[src/rtl/servo_pkg.sv]
// Shared types and constants for the servo slew controller.
package servo_pkg;

  localparam int ANGLE_W = 8;
  localparam logic [ANGLE_W-1:0] ANGLE_MAX = 8'd180;

  typedef enum logic [1:0] {
    IDLE = 2'd0,
    SLEW = 2'd1,
    DONE = 2'd2
  } state_e;

  // Saturate a raw command to the mechanical range of the servo.
  function automatic logic [ANGLE_W-1:0] sat_angle(input logic [ANGLE_W-1:0] a);
    if (a > ANGLE_MAX) begin
      return ANGLE_MAX;
    end else begin
      return a;
    end
  endfunction

endpackage

[src/rtl/servo_tick_gen.sv]
// Free-running slew-update tick: a registered one-cycle pulse every PERIOD
// cycles, realigned by clr so the first pulse lands PERIOD cycles after clr.
module servo_tick_gen #(
  parameter int unsigned PERIOD = 10
) (
  input  logic clk,
  input  logic rst_n,
  input  logic clr,
  output logic tick
);

  localparam int unsigned CW = (PERIOD > 1) ? $clog2(PERIOD) : 1;
  localparam logic [CW-1:0] LAST = CW'(PERIOD - 1);

  logic [CW-1:0] cnt_q, cnt_d;
  logic          tick_q, tick_d;

  // Next count and early tick decode (tick registered one cycle ahead of wrap).
  always_comb begin
    cnt_d = cnt_q;
    if (clr) begin
      cnt_d = '0;
    end else if (cnt_q == LAST) begin
      cnt_d = '0;
    end else begin
      cnt_d = cnt_q + CW'(1);
    end
    tick_d = (cnt_d == LAST);
  end

  // Counter and tick registers.
  always_ff @(posedge clk or negedge rst_n) begin
    if (!rst_n) begin
      cnt_q  <= '0;
      tick_q <= 1'b0;
    end else begin
      cnt_q  <= cnt_d;
      tick_q <= tick_d;
    end
  end

  assign tick = tick_q;

endmodule

[src/rtl/servo_slew_ctrl.sv]
// Rate-limited servo angle controller: accepts a target angle and slews toward
// it by at most STEP_DEG per update period. Define SERVO_SOFT_LIMIT_EN to clamp
// targets to [MIN_ANGLE, MAX_ANGLE]; otherwise targets only saturate at 180.
module servo_slew_ctrl
  import servo_pkg::*;
#(
  parameter int unsigned CLK_FREQ       = 50_000_000,
  parameter int unsigned STEP_PERIOD_US = 20_000,
  parameter int unsigned STEP_DEG       = 2,
  parameter int unsigned INIT_ANGLE     = 90,
  parameter int unsigned MIN_ANGLE      = 0,
  parameter int unsigned MAX_ANGLE      = 180
) (
  input  logic               clk,
  input  logic               rst_n,
  input  logic               cmd_valid,
  output logic               cmd_ready,
  input  logic [ANGLE_W-1:0] cmd_angle,
  input  logic               abort,
  output logic [ANGLE_W-1:0] angle,
  output logic               busy,
  output logic               done
);

  localparam int unsigned TICK_N = CLK_FREQ / 1_000_000 * STEP_PERIOD_US;
  localparam logic [ANGLE_W-1:0] STEP_A = ANGLE_W'(STEP_DEG);
  localparam logic [ANGLE_W:0]   STEP_M = (ANGLE_W + 1)'(STEP_DEG);
  localparam logic [ANGLE_W-1:0] INIT_A = ANGLE_W'(INIT_ANGLE);

  state_e              state_q, state_d;
  logic [ANGLE_W-1:0]  angle_q, angle_d;
  logic [ANGLE_W-1:0]  target_q, target_d;
  logic                cmd_ready_q, busy_q, done_q;
  logic                tick_clr;
  logic                tick;
  logic signed [ANGLE_W:0] diff;
  logic [ANGLE_W:0]    mag;

  function automatic logic [ANGLE_W-1:0] limit_target(input logic [ANGLE_W-1:0] a);
`ifdef SERVO_SOFT_LIMIT_EN
    if (a < ANGLE_W'(MIN_ANGLE)) begin
      return ANGLE_W'(MIN_ANGLE);
    end else if (a > ANGLE_W'(MAX_ANGLE)) begin
      return ANGLE_W'(MAX_ANGLE);
    end else begin
      return a;
    end
`else
    return sat_angle(a);
`endif
  endfunction

  servo_tick_gen #(
    .PERIOD (TICK_N)
  ) u_tick (
    .clk   (clk),
    .rst_n (rst_n),
    .clr   (tick_clr),
    .tick  (tick)
  );

  // Signed distance to target; both operands are at most 180, so 9 bits never overflow.
  always_comb begin
    diff = $signed({1'b0, target_q}) - $signed({1'b0, angle_q});
    if (diff[ANGLE_W]) begin
      mag = $unsigned(-diff);
    end else begin
      mag = $unsigned(diff);
    end
  end

  // Next-state, target capture and slew step.
  always_comb begin
    state_d  = state_q;
    angle_d  = angle_q;
    target_d = target_q;
    tick_clr = 1'b0;
    case (state_q)
      IDLE: begin
        if (cmd_valid && cmd_ready_q) begin
          target_d = limit_target(cmd_angle);
          tick_clr = 1'b1;
          state_d  = SLEW;
        end else begin
          state_d = IDLE;
        end
      end
      SLEW: begin
        if (abort) begin
          state_d = IDLE;
        end else if (target_q == angle_q) begin
          state_d = DONE;
        end else if (tick) begin
          // Last step may be partial so the angle lands exactly on target.
          if (mag <= STEP_M) begin
            angle_d = target_q;
            state_d = DONE;
          end else if (diff[ANGLE_W]) begin
            angle_d = angle_q - STEP_A;
          end else begin
            angle_d = angle_q + STEP_A;
          end
        end else begin
          state_d = SLEW;
        end
      end
      DONE: begin
        state_d = IDLE;
      end
      default: begin
        state_d = IDLE;
      end
    endcase
  end

  // State, datapath and registered status outputs.
  always_ff @(posedge clk or negedge rst_n) begin
    if (!rst_n) begin
      state_q     <= IDLE;
      angle_q     <= INIT_A;
      target_q    <= INIT_A;
      cmd_ready_q <= 1'b1;
      busy_q      <= 1'b0;
      done_q      <= 1'b0;
    end else begin
      state_q     <= state_d;
      angle_q     <= angle_d;
      target_q    <= target_d;
      cmd_ready_q <= (state_d == IDLE);
      busy_q      <= (state_d == SLEW);
      done_q      <= (state_d == DONE);
    end
  end

  assign angle     = angle_q;
  assign cmd_ready = cmd_ready_q;
  assign busy      = busy_q;
  assign done      = done_q;

endmodule

[config.mk]
export PLATFORM = sky130hd
export DESIGN_NAME = servo_slew_ctrl
export DESIGN_NICKNAME = d
export VERILOG_FILES = /design/src/rtl/servo_pkg.sv /design/src/rtl/servo_tick_gen.sv /design/src/rtl/servo_slew_ctrl.sv
export SDC_FILE = /design/constraint.sdc
export NUM_CORES = 1
export LEC_CHECK = 0
export CAP_MARGIN = 15
export CORE_MARGIN = 10
export CORE_UTILIZATION = 45
export CTS_CLUSTER_SIZE = 14
export DETAILED_ROUTE_END_ITERATION = 6
export DONT_BUFFER_PORTS = 1
export SYNTH_ARGS = -nofsm -noshare
export SYNTH_HDL_FRONTEND = slang
export SYNTH_HIERARCHICAL = 1
export SYNTH_SLANG_ARGS = --single-unit
[constraint.sdc]
create_clock -name clk -period 8 [get_ports clk]
set_input_delay 1.2 -clock clk [delete_from_list [all_inputs] [get_ports clk]]
set_output_delay 1.2 -clock clk [all_outputs]
set_load 0.02 [all_outputs]
==> flow_summary_export.csv, run 1 <==
group,metric,value,unit
finish,layout-drive-gt1-share,10.1,%
sta,report.final.slew_viol_count,0,
pwr,powerDensity,247,nW/um^2
pwr,p_leak,1.39,nW
floorplanning,rows,29,
floorplanning,start_util,47.3,%
logic_synthesis,synthTopCellsByCount,"dfrtp_1 (33), nand2_1 (33), nor2_1 (32)",
global_routing,grt_pass1_wl,11.9,mm
floorplanning,die_y,102,um
logic_synthesis,synth_seq_cells,42,
detailed_routing,via_count,2448,
sta,tightest_slew,0.857,ns
sta,fin_skew,0.0124,ns
detailed_routing,ant_nets,0,
clocking,path_clk_slew,0.08,ns
pwr,finalPower,780,uW
global_routing,grt_max_degree,43,
detailed_routing,wire_per_inst,17.3,um
place,hpwl,5.45,mm
logic_synthesis,ys.warnings.count,6,
place,place.gp.congestion,0.879,
logic_synthesis,syn_avg_cell_area,8.96,um^2
clocking,cts_hold_buffers,0,
place,place_area,3070,um^2
clocking,htreeDepth,2,
min_path,worst_hold_path_type,"flip-flop to flip-flop",
clocking,cts_resized,0,
sta,timing.final.crit_share,52.3,%
clocking,clkLatencyLatePin,0.30,ns
finish,area_growth,3.36,%
detailed_routing,dr.pass1.iters,4,
logic_synthesis,netlist_area,3050,um^2
worst_setup_path,critPathArrivalTime,4.35,ns
finish,insertedDiodeCount,0,
sta,max_freq,239,MHz
global_routing,gr-total-overflow,0,
pwr,ir_drop,140,uV
sta,setup_viol_count_final,0,
global_routing,grt_pass1_vias,2363,
logic_synthesis,synth_edf_count,0,
finish,finish.instance_area,3160,um^2
flow_run,drv_cap,0,
sta,tns,0,ns
clocking,cts_tree,"done",
worst_setup_path,path_cells,"inv_1, fa_1, and3_4, o21ba_2, or3_1, inv_1, ha_1, nor2b_1, o21ai_0, a21boi_0, o21ai_0, a21oi_1, o21a_1, o22ai_1, o221ai_1",
clocking,clock-root-buffer,"clkbuf_8",
worst_setup_path,end_kind,"flip-flop",
sta,rsz0062_at_grt,"no",
worst_setup_path,crit_path_max_fanout,8,
place,io_buffers,0,
logic_synthesis,synth_fp_nets,369,
logic_synthesis,syn_inst,341,
detailed_routing,vias_per_cell,5.94,
logic_synthesis,synth.distinct_cells,73,
clocking,post-cts-setup-buffer-count,0,
floorplanning,coreArea,6460,um^2
sta,slew_headroom,42.8,%
global_routing,track_usage,14.2,%
detailed_routing,drc,0,
logic_synthesis,yosysTopAreaCell,"dfrtp_1",
global_routing,antenna_found_initial,0,
outcome,status,"finished clean",
clocking,cts_buffers,5,
detailed_routing,drt_iter0_markers,66,
worst_setup_path,criticalPathCategory,"flip-flop to flip-flop",
worst_setup_path,start_kind,"flip-flop",
logic_synthesis,synth_top_area_share,27.0,%
floorplanning,ioPinCount,23,
logic_synthesis,synth_area_leaders,"dfrtp_1 (27%), dfstp_2 (7.7%), ha_1 (5.7%)",
clocking,clockBufferDepth,2,
worst_setup_path,crit_path_top_delay_cell,"dfstp_2",
detailed_routing,wl,7.14,mm
clocking,cts.sinks,42,
sta,post-route-min-period,4.18,ns
floorplanning,fp.dieArea,10500,um^2
floorplanning,fp.dieW,102,um
logic_synthesis,synth-main-ff-cell,"dfrtp_1",
logic_synthesis,synthArstFlopShare,100,%
worst_setup_path,required,8.16,ns
logic_synthesis,seq_area_frac_synth,34.8,%
sta,hold_viol,0,
worst_setup_path,slowest_delay,0.62,ns
finish,fin_nets,362,
[metrics by stage]
| step | worst slack (ns) | instances | hold slack, ns | utilization (%) |
|---|---|---|---|---|
| finish | 3.82 | 412 | 0.484 | 48.9 |
| global route | 3.59 | 412 | 0.493 | 48.9 |
| CTS | 3.79 | 412 | 0.488 | 48.9 |
| detailed placement | 3.81 | 404 | 0.476 | 47.6 |
| global placement | 3.86 | 404 | 0.461 | 47.6 |
| floorplan | 4.29 | 341 | 0.444 | - |
[layout make-up]
class,instances,area [um^2]
multi-input combinational,259,1820
clock inverter,2,10.0
sequential,42,1060
inverter,26,97.6
tap,77,96.3
fill,646,3300
clock buffer,6,72.6
[cell usage in the layout (no fill, tap or decap), types with 9 or more instances in the layout]
| cell | n |
|---|---|
| dfrtp_1 | 33 |
| xor2_1 | 11 |
| dfstp_2 | 9 |
| inv_1 | 25 |
| nor2_1 | 32 |
| a21oi_1 | 9 |
| xnor2_1 | 13 |
| nand3_1 | 17 |
| ha_1 | 14 |
| nand2_1 | 33 |
| o21ai_0 | 13 |
[metal layers]
metal  vias to the layer above  global-route usage [%]  part of all wire, %  wire length [um]
met5                         -                       0                    0                 0
met4                         0                    4.23                  1.5               105
met2                        34                    24.5                   50              3550
met1                      1189                    17.0                   44              3160
met3                         9                    3.71                  4.6               325
li1                       1216                       -                    -                 -
[final timing paths]
kind	slack [ns]	to	startpoint	cells after the start
worst min-delay path	0.48	target_q[6]$_DFFE_PN1P_	target_q[6]$_DFFE_PN1P_	2
min in group asynchronous	0.59	busy$_DFF_PN0_	rst_n	0
max in group asynchronous	7.22	target_q[6]$_DFFE_PN1P_	rst_n	0
worst max register to register	3.82	angle[7]$_DFFE_PN0P_	angle[1]$_DFFE_PN1P_	15
worst max-delay path	3.82	angle[7]$_DFFE_PN0P_	angle[1]$_DFFE_PN1P_	15
worst min register to register	0.48	target_q[6]$_DFFE_PN1P_	target_q[6]$_DFFE_PN1P_	2
[cells by family (layout without fill, tap and decap cells)]
group                      count (synthesis)  after routing  share of synthesized area, %
and+or+nand+nor                          143            143                          26.0
AOI/OAI and AO/OA                         71             71                          17.9
DFF                                       42             42                          34.8
buffers and inverters                     40             34                          5.69
xor gates and xnor gates                  24             24                          6.88
adders and majority gates                 16             16                          7.05
muxes                                      5              5                          1.76
[power by group]
group | leakage (nW) | switching [mW] | internal (mW)
Clock | 0.0450 | 0.0731 | 0.0606
Combinational | 0.822 | 0.212 | 0.127
Sequential | 0.521 | 0.0491 | 0.258
Total | 1.39 | 0.334 | 0.446
[state kept, by name (all words and copies together), names as in the netlist]
| signal | cells |
|---|---|
| state_q | 2 |
| cmd_ready | 1 |
| angle | 8 |
| busy | 1 |
| done | 1 |
| target_q | 8 |
| u_tick/tick | 1 |
| u_tick/cnt_q | 20 |
[critical path, delay by kind of cell (launching register included)]
family	cells	cell delay (ns)
AOI/OAI and AO/OA	8	1.40
adders and majority gates	2	0.80
buffers and inverters	2	0.43
DFF	1	0.62
and+or+nand+nor	3	0.79
No activity file was read; power rests on OpenSTA's default activity.
==> inputs of run 2 (changes only) <==
==> constraint.sdc (replaced) <==
create_clock -name clk -period 3.9 [get_ports clk]
set_input_delay 0.585 -clock clk [delete_from_list [all_inputs] [get_ports clk]]
set_output_delay 0.585 -clock clk [all_outputs]
set_load 0.02 [all_outputs]
==> flow_summary_export.csv, run 2 (synthesized netlist as in run 1, its figures left out) <==
group,metric,value,unit
clocking,path_clk_slew,0.08,ns
worst_setup_path,crit_path_top_delay_cell,"dfstp_2",
global_routing,track_usage,14.3,%
detailed_routing,wl,7.11,mm
detailed_routing,ant_nets,0,
worst_setup_path,reg2reg_depth,14,
clocking,cts.sinks,42,
place,hpwl,5.39,mm
worst_setup_path,cpLargestDelayFamily,"compound AO/OA/AOI/OAI gates",
pwr,switching_share,41.5,%
min_path,worst_hold_path_type,"input pin to asynchronous set/reset pin",
finish,layout-drive-gt1-share,13.0,%
finish,layout_common_cells,"nand2_1 (33), dfrtp_1 (33), nor2_1 (32)",
worst_setup_path,path_buf_inv,1,
finish,fin_nets,372,
worst_setup_path,path_cells,"inv_1, fa_1, and3_4, o21ba_2, or3_1, fa_1, nor2b_1, o21ai_1, a21boi_1, o21ai_0, and3_1, o21a_1, o22ai_1, o221ai_1",
floorplanning,coreArea,6460,um^2
pwr,seqPwrFrac,39.2,%
worst_setup_path,cp.depth,14,
floorplanning,fp.dieW,102,um
global_routing,met2_usage,25.7,%
pwr,p_comb_share,43.0,%
place,io_buffers,0,
outcome,status,"finished clean",
detailed_routing,dr.pass1.iters,4,
floorplanning,rows,29,
floorplanning,ioPinCount,23,
pwr,p_leak,1.44,nW
place,place.gp.congestion,0.935,
global_routing,grt_max_degree,34,
detailed_routing,drt_iter0_markers,89,
floorplanning,fp.dieArea,10500,um^2
global_routing,grt_pass1_vias,2442,
global_routing,gr-total-overflow,0,
sta,fin_skew,0.0103,ns
finish,fin_util,50.5,%
finish,insertedDiodeCount,0,
pwr,clkPwrFrac,17.8,%
global_routing,use_met3,4.05,%
pwr,powerDensity,497,nW/um^2
sta,post-route-min-period,3.59,ns
clocking,clockBufferDepth,2,
finish,fillers,614,
sta,slew_headroom,45.8,%
sta,rsz0062_at_grt,"no",
sta,hold_viol,0,
flow_run,drv_cap,0,
global_routing,grtUsageMet1,16.0,%
worst_setup_path,critPathArrivalTime,3.75,ns
finish,area_growth,6.72,%
worst_setup_path,slowest_delay,0.54,ns
pwr,switchingPower,672,uW
detailed_routing,vias_per_cell,5.85,
clocking,clock-root-buffer,"clkbuf_8",
worst_setup_path,end_kind,"flip-flop",
pwr,ir_drop,303,uV
clocking,post-cts-setup-buffer-count,0,
finish,regMostFlops,"u_tick/cnt_q",
clocking,clkLatencyLatePin,0.29,ns
sta,tightest_slew,0.812,ns
global_routing,busiest_layer,"met2",
clocking,cts_tree,"done",
sta,report.final.slew_viol_count,0,
finish,seq_area,1060,um^2
global_routing,grt_pass1_wl,11.9,mm
floorplanning,die_y,102,um
detailed_routing,via_count,2468,
place,dp_cells,413,
worst_setup_path,crit_path_max_fanout,5,
sta,tns,0,ns
finish,finalNonFillerCells,422,
clocking,cts_buffers,5,
detailed_routing,wire_per_inst,16.9,um
sta,max_freq,279,MHz
clocking,htreeDepth,2,
finish,largest_register_ffs,20,
worst_setup_path,criticalPathCategory,"flip-flop to flip-flop",
sta,fin_hold_ws,0.120,ns
finish,multiInputGateArea,1820,um^2
pwr,cellInternalPower,947,uW
floorplanning,start_util,47.3,%
pwr,finalPower,1.62,mW
worst_setup_path,start_kind,"flip-flop",
detailed_routing,drc,0,
sta,timing.final.crit_share,92.1,%
worst_setup_path,cp_common_cell,"fa_1",
worst_setup_path,required,4.05,ns
global_routing,antenna_found_initial,0,
sta,setup_viol_count_final,0,
-- run 2: final timing paths --
path | end | start | slack [ns]
worst max-delay path | angle[7]$_DFFE_PN0P_ | angle[1]$_DFFE_PN1P_ | 0.31
worst min-delay path | target_q[7]$_DFFE_PN0P_ | rst_n | 0.12
worst max register to register | angle[7]$_DFFE_PN0P_ | angle[1]$_DFFE_PN1P_ | 0.31
worst min register to register | target_q[6]$_DFFE_PN1P_ | target_q[6]$_DFFE_PN1P_ | 0.49
max in group asynchronous | done$_DFF_PN0_ | rst_n | 3.60
min in group clk | target_q[6]$_DFFE_PN1P_ | cmd_angle[6] | 0.40
-- run 2: power groups by stage --
stage                     Sequential (mW)  Combinational [mW]  Clock (mW)
after floorplan                     0.595               0.588           0
after global placement              0.644               0.684           0
after detailed placement            0.643               0.689           0
after CTS                           0.634               0.702       0.306
after global routing                0.648               0.784       0.323
final                               0.635               0.696       0.288
-- run 2: layout make-up --
type,count,area share [%]
clock buffers,7,2.65
clock inverters,1,0.154
inverters,26,2.99
multi-input cells,259,56.0
flip-flops and latches,42,32.6
well taps,77,2.96
repair buffers,10,2.69
-- run 2: timing repair --
item,CTS,global route
endpoints found under the setup margin,0,1
hold buffers,1,0
gates resized for setup,0,3
hold endpoints to repair,33,0
-- run 2: through the flow --
step,instance area (um^2),worst slack (ns)
2_1_floorplan,3050,0.193
3_3_place_gp,3140,0.318
3_5_place_dp,3140,0.236
4_1_cts,3250,0.232
5_1_grt,3260,0.0494
6_report,3260,0.309
-- run 2: worst register-to-register path: stages (launching register included) --
cell and delay, ns:
dfstp_2 0.54, inv_1 0.11, fa_1 0.48, and3_4 0.17, o21ba_2 0.21, or3_1 0.40
fa_1 0.42, nor2b_1 0.13, o21ai_1 0.08, a21boi_1 0.19, o21ai_0 0.11, and3_1 0.21
o21a_1 0.17, o22ai_1 0.11, o221ai_1 0.12
-- run 2: metal layers --
metal / up-vias / part of all wire [%]
li1: 1233 / -
met1: 1190 / 43
met2: 36 / 51
met3: 9 / 4.5
met4: 0 / 1.2
met5: - / 0
